## src/rtl/cpu_types_pkg.sv

```systemverilog
// Shared pipeline types: per-latch command encoding and register index width.
// Used by hazard control and the pipeline latches it drives.
package cpu_types_pkg;

    typedef enum logic [1:0] {
        PIPE_NORMAL = 2'd0,
        PIPE_STALL  = 2'd1,
        PIPE_FLUSH  = 2'd2
    } pipe_state_t;

    typedef logic [4:0] regbits_t;

endpackage

```

## src/rtl/sat_counter.sv

```systemverilog
// Saturating up-counter: holds at all-ones, synchronous active-high clear.
// One-cycle latency from inc to count; no backpressure.
module sat_counter #(
    parameter int W = 32
) (
    input  logic         CLK,
    input  logic         RST,
    input  logic         inc,
    output logic [W-1:0] count
);

    localparam logic [W-1:0] ONE = {{(W-1){1'b0}}, 1'b1};

    logic [W-1:0] count_q;
    logic [W-1:0] count_d;

    always_comb begin
        count_d = count_q;
        if (inc && (count_q != '1)) begin
            count_d = count_q + ONE;
        end
    end

    always_ff @(posedge CLK) begin
        if (RST) begin
            count_q <= '0;
        end else begin
            count_q <= count_d;
        end
    end

    assign count = count_q;

endmodule

```

## src/rtl/hazard_unit.sv

```systemverilog
// Pipeline hazard control: drives latch commands, PC enable/select and perf counters.
// Latch commands are combinational (zero latency); FSM state and counters update at posedge CLK.
module hazard_unit
    import cpu_types_pkg::*;
#(
    parameter int CNT_W = 32
) (
    input  logic             CLK,
    input  logic             RST,
    input  logic             ihit,
    input  logic             dhit,
    input  logic             dREN_mem,
    input  logic             dWEN_mem,
    input  logic             halt_mem,
    input  logic             redirect_mem,
    input  logic             dREN_ex,
    input  regbits_t         regWSEL_ex,
    input  regbits_t         rs_dec,
    input  regbits_t         rt_dec,
    output pipe_state_t      fd_state,
    output pipe_state_t      de_state,
    output pipe_state_t      em_state,
    output pipe_state_t      mw_state,
    output logic             pc_en,
    output logic             pc_sel,
    output logic             halted,
    output logic [CNT_W-1:0] stall_cnt,
    output logic [CNT_W-1:0] flush_cnt
);

    typedef enum logic [1:0] {
        RUN    = 2'd0,
        DWAIT  = 2'd1,
        HALTED = 2'd2
    } hu_state_t;

    hu_state_t state_q;
    hu_state_t state_d;

    logic mem_wait;
    logic load_use;
    logic take_redirect;
    logic stall_inc;

    assign mem_wait = (dREN_mem | dWEN_mem) & ~dhit;
    assign load_use = dREN_ex & (regWSEL_ex != '0) &
                      ((regWSEL_ex == rs_dec) | (regWSEL_ex == rt_dec));

    // DWAIT needs no rule of its own: once dhit rises mem_wait drops and the
    // completing cycle falls through to the normal priority chain.
    always_comb begin
        fd_state      = PIPE_NORMAL;
        de_state      = PIPE_NORMAL;
        em_state      = PIPE_NORMAL;
        mw_state      = PIPE_NORMAL;
        pc_en         = 1'b1;
        pc_sel        = 1'b0;
        state_d       = RUN;
        take_redirect = 1'b0;
        if (RST) begin
            fd_state = PIPE_FLUSH;
            de_state = PIPE_FLUSH;
            em_state = PIPE_FLUSH;
            mw_state = PIPE_FLUSH;
            pc_en    = 1'b0;
        end else if (state_q == HALTED) begin
            fd_state = PIPE_STALL;
            de_state = PIPE_STALL;
            em_state = PIPE_STALL;
            mw_state = PIPE_STALL;
            pc_en    = 1'b0;
            state_d  = HALTED;
        end else if (mem_wait) begin
            fd_state = PIPE_STALL;
            de_state = PIPE_STALL;
            em_state = PIPE_STALL;
            mw_state = PIPE_STALL;
            pc_en    = 1'b0;
            state_d  = DWAIT;
        end else if (halt_mem) begin
            fd_state = PIPE_FLUSH;
            de_state = PIPE_FLUSH;
            em_state = PIPE_FLUSH;
            pc_en    = 1'b0;
            state_d  = HALTED;
        end else if (redirect_mem) begin
            fd_state      = PIPE_FLUSH;
            de_state      = PIPE_FLUSH;
            em_state      = PIPE_FLUSH;
            pc_sel        = 1'b1;
            take_redirect = 1'b1;
        end else if (load_use) begin
            fd_state = PIPE_STALL;
            de_state = PIPE_FLUSH;
            pc_en    = 1'b0;
        end else if (!ihit) begin
            fd_state = PIPE_FLUSH;
            pc_en    = 1'b0;
        end
    end

    always_ff @(posedge CLK) begin
        if (RST) begin
            state_q <= RUN;
            halted  <= 1'b0;
        end else begin
            state_q <= state_d;
            halted  <= (state_d == HALTED);
        end
    end

    assign stall_inc = ~RST & (state_q != HALTED) & ~pc_en;

    sat_counter #(.W(CNT_W)) u_stall_cnt (
        .CLK   (CLK),
        .RST   (RST),
        .inc   (stall_inc),
        .count (stall_cnt)
    );

    sat_counter #(.W(CNT_W)) u_flush_cnt (
        .CLK   (CLK),
        .RST   (RST),
        .inc   (take_redirect),
        .count (flush_cnt)
    );

endmodule

```

## config.mk

```make
export PLATFORM = sky130hd
export DESIGN_NAME = hazard_unit
export DESIGN_NICKNAME = d
export VERILOG_FILES = /design/src/rtl/cpu_types_pkg.sv /design/src/rtl/sat_counter.sv /design/src/rtl/hazard_unit.sv
export SDC_FILE = /design/constraint.sdc
export NUM_CORES = 1
export LEC_CHECK = 0
export ABC_CLOCK_PERIOD_IN_PS = 5360
export CAP_MARGIN = 20
export CORE_MARGIN = 2
export CORE_UTILIZATION = 52
export DETAILED_ROUTE_END_ITERATION = 16
export GPL_TIMING_DRIVEN = 0
export MAX_ROUTING_LAYER = met4
export PLACE_DENSITY = 0.87
export SLEW_MARGIN = 0
export SYNTH_ARGS = -nofsm -noshare
export SYNTH_HDL_FRONTEND = slang
export SYNTH_SLANG_ARGS = --single-unit
```

## constraint.sdc

```tcl
create_clock -name CLK -period 5.36 [get_ports CLK]
set_clock_uncertainty 0.15 [all_clocks]
set_input_delay 1.072 -clock CLK [delete_from_list [all_inputs] [get_ports CLK]]
set_output_delay 1.072 -clock CLK [all_outputs]
set_load 0.01 [all_outputs]
```

==> out/metrics.cfg <==
[grt]
grt-ovfl-total = 0
grt_max_degree = 12
grt_pass1_vias = 3491
antenna_found_initial = 0
grt_pass1_wl_mm = 16.0
grtUsageTotal_pct = 27.0

[timing]
finalSetupViolations = 0
drv_slew = 0
relSlewSlack_pct = 50.7
setup_tns_ps = 0
period_share_pct = 87.8
period_minus_slack_ps = 4710
hold_viol = 0
tightest_slew_ps = 733
max_freq_ghz = 0.213
rsz0062_at_grt = no

[clock_network]
clockBufferDepth = 2
ctsResizeCount = 0
clkSinkCount = 67
cts_tree = yes
ctsHoldBuffers = 0
cts_max_level = 3
cts_made_buffers = 9
clk_latency_ps = 340
clk_pin_slew_ps = 70
postCtsSetupBuffers = 0
cts-root-buf = clkbuf_8

[setup_path]
critPathRequiredTime_ps = 4140
crit_chain = clkdlybuf4s50_1 -> clkbuf_1 -> clkbuf_1 -> nor2_1 -> nor2_1 -> clkdlybuf4s50_1
path_max_fanout = 10
cpMaxStageDelayCell = clkdlybuf4s50_1
end_kind = primary output
worstPathBufferInverterCount = 4
max_stage_delay_ps = 690
cpLargestDelayFamily = buffers and inverters
cp.arrival_ps = 3480
worstSetupStartpointType = input pin
setup.worst_path.class = input pin to primary output

[route]
drt_iter0_drc = 227
vias = 3675
wl_per_cell_um = 15.8
first_pass_iters = 5
vias_per_cell = 5.94
antenna_left = 0
drc = 0
finalWirelength_mm = 9.81

[min_path]
hold_class = register to register

[pwr]
power.switching_mw = 0.253
comb_power_share_pct = 8.7
powerDensity_mw_per_mm2 = 231
ir_drop_v = 0.000109
clkPwrFrac_pct = 46.8
p_int_mw = 0.878
power_leakage_nw = 1.63
switching_share_pct = 22.4
pwr-share-seq_pct = 44.5

[final_layout]
antenna_cells = 0
drive_gt1_share_pct = 7.79
fin_nets = 561
num-fill-cells = 514
area_delta_synth_final_pct = 37.3
fin_area_mm2 = 0.00490

[logic_synthesis]
seq_area_frac_synth_pct = 37.6
syn_nets = 452
synth_area_leaders = dfxtp_1 38%, xor2_1 6.4%, nor2_1 6.0%
yosys_most_used_dff = dfxtp_1
synth_edf_count = 0
ys_ff_latch = 67
ys_warn_count = 0
synth_cell_types = 49
synth_commonest_cells = 67 x dfxtp_1, 57 x nor2_1, 26 x nand2_1, 26 x nand3_1, 26 x xor2_1
synth.most_common_cell = dfxtp_1
avgSynthCellArea_um2 = 8.38
yosysTopAreaCellShare_pct = 37.6
synth.largest_area_cell = dfxtp_1
synth_area_mm2 = 0.00357
synth_cells = 426
synthArstFlopShare_pct = 0

[run]
cap_violations = 0

[die]
rows = 30
die_x_um = 86.8
start_util_pct = 53.1
core_mm2 = 0.00672
die_area_mm2 = 0.00754
io_pins = 99
die_h_um = 86.8

[placement]
gp_congestion = 0.880
dp_hpwl_mm = 7.14
placed_area_mm2 = 0.00465
io_buffer_count = 98

[status]
status = finished, final reports clean

==> through the flow <==
step | power [mW] | std cells | util [%] | setup WS [ps] | hold slack [ps]
global route | 1.16 | 619 | 72.9 | 512 | 377
floorplan | 0.561 | 426 | - | 1910 | 356
detailed placement | 0.612 | 604 | 69.2 | 689 | 341
finish | 1.13 | 619 | 72.9 | 655 | 353
CTS | 1.13 | 619 | 72.9 | 678 | 354
global placement | 0.610 | 604 | 69.2 | 660 | 327
==> cells in the final DEF, fill, tap and decap left out, types with 2 or more instances in the layout <==
cell type	n
xor2_1	26
buf_4	6
nor4b_1	2
or4_1	18
or3_1	7
nor2b_1	5
ha_1	2
dfxtp_1	67
nor2_1	57
clkbuf_1	8
inv_1	13
nand2_1	26
buf_6	3
and4_1	6
mux2_2	2
o21ai_0	7
o31ai_1	14
bufinv_16	3
a21oi_1	21
xnor2_1	15
mux2i_1	3
nand4_1	21
clkbuf_8	11
nand2b_1	2
o311ai_0	6
mux2_1	3
nor3_1	13
and2_1	3
o41ai_1	4
clkdlybuf4s50_1	98
buf_2	6
nand3_1	26
and3_1	6
nor4_1	10
==> path summary, 6_finish.rpt <==
kind | start | to | slack [ps] | cells past startpoint
max | RST | de_state[1] | 650 | 6
min | u_stall_cnt.count[23]$_SDFFE_PP0P_ | u_stall_cnt.count[23]$_SDFFE_PP0P_ | 350 | 2
max reg2reg | u_stall_cnt.count[7]$_SDFFE_PP0P_ | u_stall_cnt.count[18]$_SDFFE_PP0P_ | 2650 | 8
min reg2reg | u_stall_cnt.count[23]$_SDFFE_PP0P_ | u_stall_cnt.count[23]$_SDFFE_PP0P_ | 350 | 2
==> registers in the layout, indices dropped and copies added (netlist names) <==
register,count
halted,1
u_stall_cnt.count,32
u_flush_cnt.count,32
state_q,2
==> cell type report <==
class / count / area, µm² / share of cell area, %
clock inverters: 4 / 97.6 / 1.99
flip-flops and latches: 67 / 1340 / 27.4
plain buffers: 25 / 148 / 3.01
clock buffers: 11 / 151 / 3.09
inverters: 13 / 48.8 / 0.996
multi-input cells: 321 / 2030 / 41.5
repair buffers: 98 / 981 / 20.0
well taps: 80 / 100 / 2.04
==> routing by layer <==
layer | GRT usage, % | routed length [µm] | vias up
met5 | - | 0 | -
met4 | 9.23 | 136 | 0
met3 | 4.19 | 585 | 16
met2 | 42.9 | 4810 | 153
met1 | 35.0 | 4280 | 1741
li1 | - | - | 1765
==> worst reg2reg max path, delay by kind of cell (launching register included) <==
kind | cells | cell delay [ps]
and+or+nand+nor | 3 | 1140
buffers and inverters | 3 | 570
DFF | 1 | 460
AOI/OAI and AO/OA | 2 | 250
==> power by group through the flow <==
stage	logic (mW)	clock network [mW]	registers (mW)
2_1_floorplan	0.0456	0	0.516
3_3_place_gp	0.0944	0	0.515
3_5_place_dp	0.0969	0	0.515
4_1_cts	0.0974	0.529	0.504
5_1_grt	0.106	0.550	0.504
6_report	0.0980	0.529	0.504
==> cells by family after synthesis <==
| kind of cell | count (synthesis) | share of synthesized area, % |
|---|---|---|
| simple gates | 209 | 31.5 |
| flops | 67 | 37.6 |
| compound gates | 61 | 12.2 |
| xor+xnor | 41 | 10.1 |
| buf+inv | 38 | 5.50 |
| mux | 8 | 2.42 |
| fa+ha+maj | 2 | 0.701 |
(Power assumes the default switching activity.)
==> variant, RTL diff (same settings) <==
The 3 states of `hu_state_t` get a one-hot encoding in 3 bits.
--- a/src/rtl/hazard_unit.sv
+++ b/src/rtl/hazard_unit.sv
@@ -30,6 +30,6 @@
 
-    typedef enum logic [1:0] {
-        RUN    = 2'd0,
-        DWAIT  = 2'd1,
-        HALTED = 2'd2
+    typedef enum logic [2:0] {
+        RUN    = 3'b001,
+        DWAIT  = 3'b010,
+        HALTED = 3'b100
     } hu_state_t;
Formal check against the unedited RTL: same outputs for any inputs over 10 cycles, from zero or initial values and one cycle with RST high; not proved beyond that.
==> variant against the unedited design <==
Area after synthesis increased by 4.5%; highest routed layer unchanged; wire length increased by 7.5%; die area increased by 4.3%; critical path depth increased by 3; design area increased by 2.1%; sequential share of layout area decreased by 0.16 points; total power decreased by 8.9%; critical endpoint is now pc_en; via count increased by 6.9%; sequential cell count increased by 1; cell count increased by 6.0%; hold slack improved by 15 ps; setup slack got worse by 130 ps.
==> variant: results <==
export IMPL_io_buffers=97
export IMPL_status="finished clean"
export IMPL_seq_area_frac_synth_pct=36.5
export IMPL_maxSlewViolCount=0
export IMPL_whs_path_depth=2
export IMPL_cts_root_buffer="clkbuf_8"
export IMPL_grt_pass1_vias=3664
export IMPL_post_cts_buffers=0
export IMPL_netlist_top_cells_count="dfxtp_1 (68), nor2_1 (42), xnor2_1 (34)"
export IMPL_gp_congestion=0.898
export IMPL_timing_critical_path_slowest_cell_delay_ps=600
export IMPL_ys_async_sr_fraction_pct=0
export IMPL_fillers=524
export IMPL_cts_buffers_inserted=9
export IMPL_grt_pass1_wl_mm=16.8
export IMPL_num_vias=3930
export IMPL_clk_path_buf_depth=2
export IMPL_worstPathMaxFanout=10
export IMPL_arrival_ps=3610
export IMPL_gr_usage_all_layers_pct=27.7
export IMPL_synth_area_top_cells="dfxtp_1 (37%), xnor2_1 (8.0%), nor2_1 (4.2%), a21oi_1 (4.0%), nor3_1 (4.0%)"
export IMPL_peakVddDrop_mv=0.155
export IMPL_cts_clk_slew_worst_paths_ps=80
export IMPL_drive_gt1_share_pct=8.21
export IMPL_vias_per_cell=5.99
export IMPL_detailed_place_hpwl_mm=7.74
export IMPL_reg2reg_depth=9
export IMPL_dp_cells=641
export IMPL_fin_nets=582
export IMPL_synthCells=448
export IMPL_synth_nets=474
export IMPL_route_final_wire_length_mm=10.5
export IMPL_drt_iter0_drc=382
export IMPL_timing_hold_ws_ps=368
export IMPL_worstMarginPinSlew_ps=612
export IMPL_r2r_setup_slack_ps=2780
export IMPL_synth_distinct_cells=49
export IMPL_dr_pass1_iters=5
export IMPL_p_leak_nw=1.57
variant: worst paths after layout:
kind                                            start                    end
worst max-delay path                              RST                  pc_en
worst min-delay path            u_stall_cnt.count[11]  u_stall_cnt.count[11]
worst max register to register   u_stall_cnt.count[0]   u_stall_cnt.count[4]
worst min register to register  u_stall_cnt.count[11]  u_stall_cnt.count[11]
variant: cell type report:
class                           instances  share of cell area (%)
Buffer                                 26                    3.25
Clock buffer                           10                    2.55
Clock inverter                          5                    1.08
Inverter                               10                   0.751
Multi-Input combinational cell        344                    43.3
Sequential cell                        68                    27.2
Tap cell                               96                    2.40
Timing Repair Buffer                   97                    19.4
variant: through the flow:
stage	worst slack [ps]	instance area (µm²)
2_1_floorplan	1860	3730
6_report	527	5000
3_5_place_dp	567	4820
3_3_place_gp	589	4820
4_1_cts	567	5000
5_1_grt	363	5000
variant: routing by layer:
metal	wire [µm]	part of all wire, %	GRT usage [%]	vias up
met3	689	6.5	4.66	19
li1	-	-	-	1866
met2	5100	48	44.2	176
met1	4590	43	34.6	1869
met4	168	1.6	11.7	0
met5	0	0	-	-
variant: cells by family after synthesis:
kind of cell | count (synthesis) | share of synthesized area, %
AO/OA/AOI/OAI | 77 | 13.9
XOR/XNOR | 36 | 8.46
adder cells (fa/ha/maj) | 2 | 0.671
buffers and inverters | 36 | 5.37
flip-flops | 68 | 36.5
multiplexers | 6 | 1.78
AND/OR/NAND/NOR | 223 | 33.4
variant: power by group:
part           leakage [nW]  switching (W)  internal [W]  total [W]
clock network        0.0959       0.000198      0.000211   0.000409
registers             0.549     0.00000451      0.000510   0.000514
logic                 0.921      0.0000559     0.0000515   0.000107
variant: critical path: cells and delay by family:
kind | cells | cell delay [ps]
AO/OA/AOI/OAI | 1 | 230
AND/OR/NAND/NOR | 3 | 460
buffers and inverters | 5 | 1840
